File: src/rtl/msg_rom_scheduler_if.sv
// Bundle between the message scheduler, its two requesters, the shared ROM
// and the byte consumer. The scheduler uses the master view.
interface msg_rom_scheduler_if #(
  parameter int ADDR_W = 4,
  parameter int DATA_W = 8,
  parameter int LEN_W  = 4
);
  logic [1:0]        REQ;
  logic [ADDR_W-1:0] BASE0;
  logic [LEN_W-1:0]  LEN0;
  logic [ADDR_W-1:0] BASE1;
  logic [LEN_W-1:0]  LEN1;
  logic [1:0]        GNT;
  logic [ADDR_W-1:0] ROM_ADDR;
  logic [DATA_W-1:0] ROM_DOUT;
  logic [DATA_W-1:0] OUT;
  logic              OUT_VALID;
  logic              OUT_READY;
  logic              OUT_LAST;
  logic              OUT_ID;
  logic              DONE;
  logic              BUSY;

  modport master (
    input  REQ, BASE0, LEN0, BASE1, LEN1, ROM_DOUT, OUT_READY,
    output GNT, ROM_ADDR, OUT, OUT_VALID, OUT_LAST, OUT_ID, DONE, BUSY
  );

  modport slave (
    output REQ, BASE0, LEN0, BASE1, LEN1, ROM_DOUT, OUT_READY,
    input  GNT, ROM_ADDR, OUT, OUT_VALID, OUT_LAST, OUT_ID, DONE, BUSY
  );
endinterface

File: src/rtl/msg_rom_scheduler.sv
// Round-robin sharing of one synchronous message ROM between two requesters;
// each granted message is streamed top address first on a valid/ready port.
module msg_rom_scheduler #(
  parameter int ADDR_W = 4,
  parameter int LEN_W  = 4
) (
  input logic                 clk,
  input logic                 rst_n,
  msg_rom_scheduler_if.master bus
);

  typedef enum logic [1:0] {IDLE, ADDR, DATA, SEND} state_t;

  state_t            state;
  logic              rr_ptr;
  logic              done_pending;
  logic              win;
  logic [LEN_W-1:0]  remaining;
  logic [LEN_W-1:0]  sel_len;
  logic [ADDR_W-1:0] addr;
  logic [ADDR_W-1:0] sel_base;

  // A lone requester wins outright; a tie goes to whoever rr_ptr favours.
  always_comb begin
    win      = (bus.REQ == 2'b11) ? rr_ptr : bus.REQ[1];
    sel_base = win ? bus.BASE1 : bus.BASE0;
    sel_len  = win ? bus.LEN1  : bus.LEN0;
  end

  assign bus.BUSY = (state != IDLE);

  always_ff @(posedge clk) begin
    if (!rst_n) begin
      state         <= IDLE;
      rr_ptr        <= 1'b0;
      done_pending  <= 1'b0;
      remaining     <= '0;
      addr          <= '0;
      bus.GNT       <= '0;
      bus.ROM_ADDR  <= '0;
      bus.OUT       <= '0;
      bus.OUT_VALID <= 1'b0;
      bus.OUT_LAST  <= 1'b0;
      bus.OUT_ID    <= 1'b0;
      bus.DONE      <= 1'b0;
    end else begin
      bus.GNT      <= '0;
      bus.DONE     <= done_pending;
      done_pending <= 1'b0;
      case (state)
        IDLE: begin
          if (|bus.REQ) begin
            bus.GNT    <= win ? 2'b10 : 2'b01;
            bus.OUT_ID <= win;
            rr_ptr     <= ~win;
            remaining  <= sel_len;
            addr       <= sel_base + ADDR_W'(sel_len) - ADDR_W'(1);
            // An empty message completes one cycle later without touching the ROM.
            if (sel_len == '0) begin
              done_pending <= 1'b1;
            end else begin
              state <= ADDR;
            end
          end
        end
        ADDR: begin
          bus.ROM_ADDR <= addr;
          state        <= DATA;
        end
        DATA: begin
          bus.OUT       <= bus.ROM_DOUT;
          bus.OUT_VALID <= 1'b1;
          bus.OUT_LAST  <= (remaining == LEN_W'(1));
          remaining     <= remaining - LEN_W'(1);
          addr          <= addr - ADDR_W'(1);
          state         <= SEND;
        end
        SEND: begin
          if (bus.OUT_READY) begin
            bus.OUT_VALID <= 1'b0;
            bus.OUT_LAST  <= 1'b0;
            if (remaining == '0) begin
              bus.DONE <= 1'b1;
              state    <= IDLE;
            end else begin
              state <= ADDR;
            end
          end
        end
        default: state <= IDLE;
      endcase
    end
  end

endmodule

File: src/flat_wrapper.sv
// flat-port wrapper written by rule: the top's interface ports become plain ports
module msg_rom_scheduler_flat 
#(
  parameter int ADDR_W = 4,
  parameter int LEN_W  = 4
)
  (clk, rst_n, bus_REQ, bus_BASE0, bus_LEN0, bus_BASE1, bus_LEN1, bus_ROM_DOUT, bus_OUT_READY, bus_GNT, bus_ROM_ADDR, bus_OUT, bus_OUT_VALID, bus_OUT_LAST, bus_OUT_ID, bus_DONE, bus_BUSY);
  msg_rom_scheduler_if #(.ADDR_W(ADDR_W), .DATA_W(8), .LEN_W(LEN_W)) bus_i ();
  input logic clk;
  input logic rst_n;
  input wire logic [$bits(bus_i.REQ)-1:0] bus_REQ;
  input wire logic [$bits(bus_i.BASE0)-1:0] bus_BASE0;
  input wire logic [$bits(bus_i.LEN0)-1:0] bus_LEN0;
  input wire logic [$bits(bus_i.BASE1)-1:0] bus_BASE1;
  input wire logic [$bits(bus_i.LEN1)-1:0] bus_LEN1;
  input wire logic [$bits(bus_i.ROM_DOUT)-1:0] bus_ROM_DOUT;
  input wire logic [$bits(bus_i.OUT_READY)-1:0] bus_OUT_READY;
  output wire logic [$bits(bus_i.GNT)-1:0] bus_GNT;
  output wire logic [$bits(bus_i.ROM_ADDR)-1:0] bus_ROM_ADDR;
  output wire logic [$bits(bus_i.OUT)-1:0] bus_OUT;
  output wire logic [$bits(bus_i.OUT_VALID)-1:0] bus_OUT_VALID;
  output wire logic [$bits(bus_i.OUT_LAST)-1:0] bus_OUT_LAST;
  output wire logic [$bits(bus_i.OUT_ID)-1:0] bus_OUT_ID;
  output wire logic [$bits(bus_i.DONE)-1:0] bus_DONE;
  output wire logic [$bits(bus_i.BUSY)-1:0] bus_BUSY;
  assign bus_i.REQ = bus_REQ;
  assign bus_i.BASE0 = bus_BASE0;
  assign bus_i.LEN0 = bus_LEN0;
  assign bus_i.BASE1 = bus_BASE1;
  assign bus_i.LEN1 = bus_LEN1;
  assign bus_i.ROM_DOUT = bus_ROM_DOUT;
  assign bus_i.OUT_READY = bus_OUT_READY;
  assign bus_GNT = bus_i.GNT;
  assign bus_ROM_ADDR = bus_i.ROM_ADDR;
  assign bus_OUT = bus_i.OUT;
  assign bus_OUT_VALID = bus_i.OUT_VALID;
  assign bus_OUT_LAST = bus_i.OUT_LAST;
  assign bus_OUT_ID = bus_i.OUT_ID;
  assign bus_DONE = bus_i.DONE;
  assign bus_BUSY = bus_i.BUSY;
  msg_rom_scheduler #(.ADDR_W(ADDR_W), .LEN_W(LEN_W)) u_core (.clk(clk), .rst_n(rst_n), .bus(bus_i));
endmodule
File: config.mk
export PLATFORM = sky130hd
export DESIGN_NAME = msg_rom_scheduler_flat
export DESIGN_NICKNAME = d
export VERILOG_FILES = /design/src/rtl/msg_rom_scheduler_if.sv /design/src/rtl/msg_rom_scheduler.sv /design/src/flat_wrapper.sv
export SDC_FILE = /design/constraint.sdc
export NUM_CORES = 1
export LEC_CHECK = 0
export BUFFER_PORTS_ARGS = -buffer_cell sky130_fd_sc_hd__clkbuf_2
export CORE_MARGIN = 5
export CORE_UTILIZATION = 30
export DETAILED_ROUTE_END_ITERATION = 12
export GPL_TIMING_DRIVEN = 1
export MAX_ROUTING_LAYER = met4
export PLACE_DENSITY = 0.54
export SLEW_MARGIN = 10
export SYNTH_ARGS = -nofsm -noshare
export SYNTH_HDL_FRONTEND = slang
export SYNTH_SLANG_ARGS = --single-unit
File: constraint.sdc
create_clock -name clk -period 4.4 [get_ports clk]
set_clock_uncertainty 0.1 [all_clocks]
set_input_delay 0.66 -clock clk [delete_from_list [all_inputs] [get_ports clk]]
set_output_delay 0.66 -clock clk [all_outputs]
set_load 0.05 [all_outputs]
==> results.txt, run 1 <==
CTS tree - yes
Final ANT Viol Nets - 0
Overall die height - 83.1 um
Syn-to-layout area delta - 23.4%
R2R Setup Slk - 1.79 ns
Maximum vdd drop - 0.227 mV
Crit-path slowest cell - fa_1
Register clock-pin slew on the reported worst setup and hold paths - 0.07 ns
WS Path Type - in -> reg
Number of synthesized flops with an enable pin - 0
Syn Area/Cell - 8.76 um^2
CP Cell Sequence - clkbuf_2 > nand2b_1 > nand2_4 > mux2i_1 > ha_1 > inv_1 > ha_1 > fa_1 > xnor2_1 > and3_1 > mux2i_1 > a21oi_1
Total CTS buffers - 5
Via-per-instance ratio - 4.60
Post-synth ARST share - 0%
Hold WS - 0.391 ns
Yosys cell types - 41
Drt wl/cell - 12.9 um
CP Max Fanout - 10
DR DRC count - 0
Post-cts repair resize count - 0
HP Class - reg -> reg
CP startpoint - bus_REQ[0]
Nets@finish - 267
Initial core utilization - 31.2%
Critical Path End Type - flip-flop
Pwr dens - 661 mW/mm^2
Width of the die - 83.1 um
Post-DP HPWL - 2.85 mm
Post-CTS setup repair buffer count - 0
Synthesis Warnings - 0
Top FF cell, synth - dfxtp_1
Largest net degree at the start of global routing - 25
Pwr Total - 1310 uW
HP Start - u_core.bus.OUT_LAST$_SDFFE_PN0P_
FP Rows - 26
Post-synthesis sequential area ratio - 37.5%
Setup WS post-layout - 1.71 ns
GRT Total Usage - 11.9%
Status - completed
Die area - 0.00690 mm^2
Floorplan core area - 0.00514 mm^2
Critical Path RT - 4.44 ns
Post-Place Setup Slack - 1.35 ns
Crit start category - input pin
Clock buffer depth - 2
R2R Path Start - u_core.rr_ptr$_SDFFE_PN0P_
Setup TNS - 0 ns
First-pass GRT wire length - 6.49 mm
Final std cells w/o fill - 298
Final setup vio count - 0
Slew headroom - 39.3%
CP peak stage delay - 0.38 ns
WP data arrival - 2.73 ns
Leak pwr - 0.000897 uW
Clk root buf - clkbuf_8
Hold buffers post-CTS - 0
Final hold violation count - 0
Initial DRC count - 74
#FFs+latches synth - 30
Net Count, Synth - 223
TritonRoute pass-1 iters - 4
Diodes inserted - 0
Dpl cells - 290
Num Clock Sinks - 30
Post-synthesis cell count - 183
IO buf count - 47
Max-cap viol count - 0
Slew @ Worst Pin - 0.911 ns
Htree depth - 2
Initial antenna violation count - 0
Worst skew pair latency - 0.28 ns
Fmax - 0.371 GHz
Multi-input gate area - 915 um^2
Vias in the first global route - 1311
Global route overflow - 0
Layout cells sized above 1 - 26.3%
Final Max Slew Viols - 0
Register Area - 601 um^2
GP Congestion - 0.797
Routed vias - 1372
Netlist area before placement - 0.00160 mm^2
Final period utilization - 61.2%
Post-Route WL - 3.84 mm
Ports - 48
Min Tclk post-route - 2.69 ns
RSZ-0062 raised after global routing - no
# fillers - 549
==> synth_stat cells, types with 2 or more instances <==
cell | count | share of area [%]
a211oi_1 | 2 | 0.94
mux2_2 | 2 | 1.4
nand2_1 | 11 | 2.6
ha_1 | 10 | 7.8
xnor2_1 | 3 | 1.6
nor4_1 | 3 | 1.2
nand2b_1 | 2 | 0.78
a311oi_1 | 2 | 1.1
clkbuf_1 | 4 | 0.94
a22oi_1 | 2 | 0.94
buf_2 | 4 | 1.2
inv_1 | 12 | 2.8
dfxtp_1 | 30 | 37
a21oi_1 | 8 | 2.5
mux2i_1 | 20 | 12
or3_1 | 2 | 0.78
nor2_1 | 26 | 6.1
o21ai_1 | 3 | 0.94
nand3_1 | 3 | 0.94
o211ai_1 | 3 | 1.4
nor3_1 | 3 | 0.94
and3_1 | 2 | 0.78
buf_1 | 2 | 0.47
o21ai_0 | 7 | 2.2
==> critical path, delay by kind of cell <==
family,cells,cell delay (ns)
XOR/XNOR,1,0.15
adder cells (fa/ha/maj),3,0.76
buffers and inverters,2,0.18
AND/OR/NAND/NOR,3,0.45
multiplexers,2,0.45
AO/OA/AOI/OAI,1,0.08
==> cells by family (layout without fill, tap and decap cells) <==
| kind of cell | Yosys count | count (layout) | synth area share, % |
|---|---|---|---|
| simple gates | 55 | 55 | 15.5 |
| compound gates | 39 | 39 | 16.4 |
| flops | 30 | 30 | 37.5 |
| mux | 22 | 22 | 13.9 |
| buf+inv | 22 | 67 | 5.46 |
| fa+ha+maj | 11 | 11 | 9.06 |
| xor+xnor | 4 | 4 | 2.19 |
==> per-stage QoR <==
step	cell area, um^2	util [%]
floorplan	1600	-
global placement	1880	36.6
detailed placement	1880	36.6
CTS	1980	38.5
global route	1980	38.5
finish	1980	38.5
==> layout make-up <==
type	instances	area share, %
Multi-Input combinational cell	131	46.2
Sequential cell	30	30.4
Timing Repair Buffer	47	11.9
Tap cell	70	4.43
Clock buffer	6	4.17
Inverter	12	2.28
Clock inverter	2	0.633
==> final timing paths <==
check,to,depth (start not counted)
worst max register to register,u_core.addr[3]$_SDFFE_PN0P_,11
worst max-delay path,u_core.addr[3]$_SDFFE_PN0P_,12
worst min-delay path,u_core.bus.OUT_LAST$_SDFFE_PN0P_,2
worst min register to register,u_core.bus.OUT_LAST$_SDFFE_PN0P_,2
==> power by group <==
group | switching, uW | internal, uW | leakage [uW] | total, uW
Combinational | 427 | 234 | 0.000604 | 661
Clock | 109 | 126 | 0.0000472 | 234
Sequential | 65.4 | 347 | 0.000245 | 413
==> sequential cells by signal, summed over array words and instances (netlist names) <==
signal,cells
u_core.addr,4
u_core.bus.OUT,8
u_core.state,2
u_core.remaining,4
u_core.bus.OUT_ID,1
u_core.done_pending,1
u_core.bus.OUT_VALID,1
u_core.bus.GNT,2
u_core.rr_ptr,1
u_core.bus.DONE,1
u_core.bus.ROM_ADDR,4
u_core.bus.OUT_LAST,1
==> layer usage <==
layer	track usage, %	up-vias	share of wire (%)
li1	-	727	-
met3	4.16	6	7.8
met2	15.3	48	37
met1	16.6	591	54
met5	-	-	0
met4	4.90	0	1.5
==> layout by cell type, fill, tap and decap left out, drive strengths merged, types with 2 or more instances in the layout <==
cell type	n
clkbuf	53
dfxtp	30
nor2	26
mux2i	20
inv	12
nand2	12
ha	10
o21ai	10
a21oi	9
xnor2	3
nor4	3
nand3	3
o211ai	3
nor3	3
nand2b	2
a311oi	2
a211oi	2
mux2	2
a22oi	2
and3	2
or3	2
Note: power is estimated with default switching activity, not from simulation.
==> run 2: changes to the inputs <==
ABC_AREA = 1   (was not set)
PLACE_DENSITY = 0.56   (was 0.54)
clock period = 2.35 ns   (was 4.4 ns; I/O delays follow)
==> run 2 against run 1 <==
The flow now finishes with violations (negative setup slack). Sequential share of layout area is 1.9 points lower. Critical path depth is 3 higher. Cell count up 13%. Synthesized cell count is 13% higher. Critical path type is now reg -> reg. Power up 110%. Highest routed layer unchanged. Design area is 6.8% higher.
==> results.txt, run 2 <==
TritonRoute pass-1 iters - 4
Pwr dens - 1270 mW/mm^2
GP Congestion - 0.756
Post-Route WL - 3.72 mm
Post-synthesis sequential area ratio - 36.9%
Die area - 0.00700 mm^2
Hold WS - 0.196 ns
Syn-to-layout area delta - 29.7%
Clock buffer depth - 2
Biggest area consumer among synthesized cells - dfxtp_1
Layout cells sized above 1 - 32.5%
Ports - 48
Leak pwr - 0.00106 uW
Count leader, synth - nor2_1
Final Max Slew Viols - 0
Number of synthesized flops with an enable pin - 0
Largest net degree at the start of global routing - 23
Slew headroom - 72.6%
Global route overflow - 0
Slew @ Worst Pin - 0.411 ns
Top cells by area, synth - dfxtp_1 (37%), ha_1 (7.7%), nor2_1 (7.6%)
# fillers - 558
Synthesis Warnings - 0
Max-cap viol count - 0
CTS tree - yes
Status - finished with violations
Post-synthesis cell count - 207
Syn Area/Cell - 7.86 um^2
Htree depth - 2
Min-Delay Path Depth - 3
Initial DRC count - 27
Final setup vio count - 1
Min Tclk post-route - 2.36 ns
Netlist area before placement - 0.00163 mm^2
Hold buffers post-CTS - 0
Total CTS buffers - 5
Post-CTS setup repair buffer count - 0
Top FF cell, synth - dfxtp_1
R2R depth - 15
Width of the die - 83.7 um
Post-DP HPWL - 2.88 mm
Maximum vdd drop - 0.508 mV
#FFs+latches synth - 30
GRT Total Usage - 11.7%
DR DRC count - 0
Num Clock Sinks - 30
CP Max Fanout - 8
Nets@finish - 307
Commonest cells after routing, fill and taps aside - clkbuf_2 (47), nor2_1 (33), dfxtp_1 (30)
Routed vias - 1513
Failing checks - negative setup slack
Diodes inserted - 0
Post-cts repair resize count - 1
First-pass GRT wire length - 6.48 mm
Critical Path RT - 2.43 ns
WS Path Type - reg -> reg
Top reg by flops - u_core.bus.OUT
Final period utilization - 100%
Fmax - 0.424 GHz
Worst skew pair latency - 0.28 ns
FP Rows - 26
Pwr Total - 2690 uW
Placed cell areas - 0.00201 mm^2
Critical Path End Type - flip-flop
Crit start category - flip-flop
WP data arrival - 2.44 ns
Clk root buf - clkbuf_8
Multi-input gate area - 908 um^2
Yosys cell types - 33
Post-route cell area - 0.00211 mm^2
RSZ-0062 raised after global routing - yes
Via-per-instance ratio - 4.48
IO buf count - 47
Register Area - 601 um^2
Final hold violation count - 0
Vias in the first global route - 1518
Commonest non-fill, non-tap cell in the layout - clkbuf_2
Synth top area share - 36.9%
Register clock-pin slew on the reported worst setup and hold paths - 0.06 ns
Max FFs per register - 8
Top cells by count, synth - nor2_1 (33), dfxtp_1 (30), inv_1 (23)
Floorplan core area - 0.00520 mm^2
Final ANT Viol Nets - 0
Post-synth ARST share - 0%
Overall die height - 83.7 um
Setup WS post-layout - -0.00701 ns
Drt wl/cell - 11.0 um
Net Count, Synth - 247
Initial antenna violation count - 0
Initial core utilization - 31.3%
HP Class - in -> reg
run 2: kinds of logic after synthesis:
group	count (synthesis)	share of synthesized area, %
compound gates	45	17.0
xor+xnor	5	2.69
fa+ha+maj	11	8.92
flops	30	36.9
buf+inv	31	7.99
simple gates	82	24.7
mux	3	1.84
run 2: power breakdown:
part	total (uW)	leakage (uW)	internal (uW)	switching [uW]
sequential	792	0.000247	691	101
combinational	1470	0.000760	464	1000
clock	427	0.0000482	236	191
run 2: layout make-up:
class	count	area share [%]
clock buffer	7	4.09
tap	70	4.15
multi-input combinational	146	43.0
inverter	25	4.68
clock inverter	1	0.237
sequential	30	28.4
timing repair buffer	59	15.4
run 2: per-stage QoR:
| stage | std cells | setup TNS (ns) | utilization (%) | setup slack, ns |
|---|---|---|---|---|
| 6_report | 338 | -0.00701 | 40.6 | -0.00701 |
| 5_1_grt | 338 | -0.211 | 40.6 | -0.211 |
| 4_1_cts | 338 | -0.0402 | 40.5 | -0.0402 |
| 3_5_place_dp | 330 | -0.197 | 38.7 | -0.197 |
| 3_3_place_gp | 330 | -0.134 | 38.7 | -0.134 |
| 2_1_floorplan | 207 | 0 | - | 0.0207 |
run 2: worst paths after layout:
kind | from | endpoint | slack (ns)
hold reg to reg | u_core.done_pending$_SDFF_PN0_ | u_core.bus.DONE$_SDFF_PN0_ | 0.34
hold / removal | bus_ROM_DOUT[1] | u_core.bus.OUT[1]$_SDFFE_PN0P_ | 0.20
setup / recovery | u_core.rr_ptr$_SDFFE_PN0P_ | u_core.addr[3]$_SDFFE_PN0P_ | -0.007
setup reg to reg | u_core.rr_ptr$_SDFFE_PN0P_ | u_core.addr[3]$_SDFFE_PN0P_ | -0.007
run 2: routing by layer:
layer / wire, um / global-route usage (%)
met2: 1760 / 19.5
met4: 62 / 4.39
met5: 0 / -
met3: 142 / 3.95
met1: 1750 / 13.0
run 2: worst max-delay path, stage by stage (launching register included):
cell and delay, ns:
dfxtp_1 0.30, inv_1 0.07, nand2_2 0.07, nand2_4 0.13, mux2i_1 0.22, ha_1 0.16
inv_1 0.04, ha_1 0.18, fa_2 0.34, xnor2_1 0.18, nand3b_1 0.15, nand3_1 0.07
nand3_1 0.09, nand3_1 0.07, nand2_1 0.07, inv_1 0.03
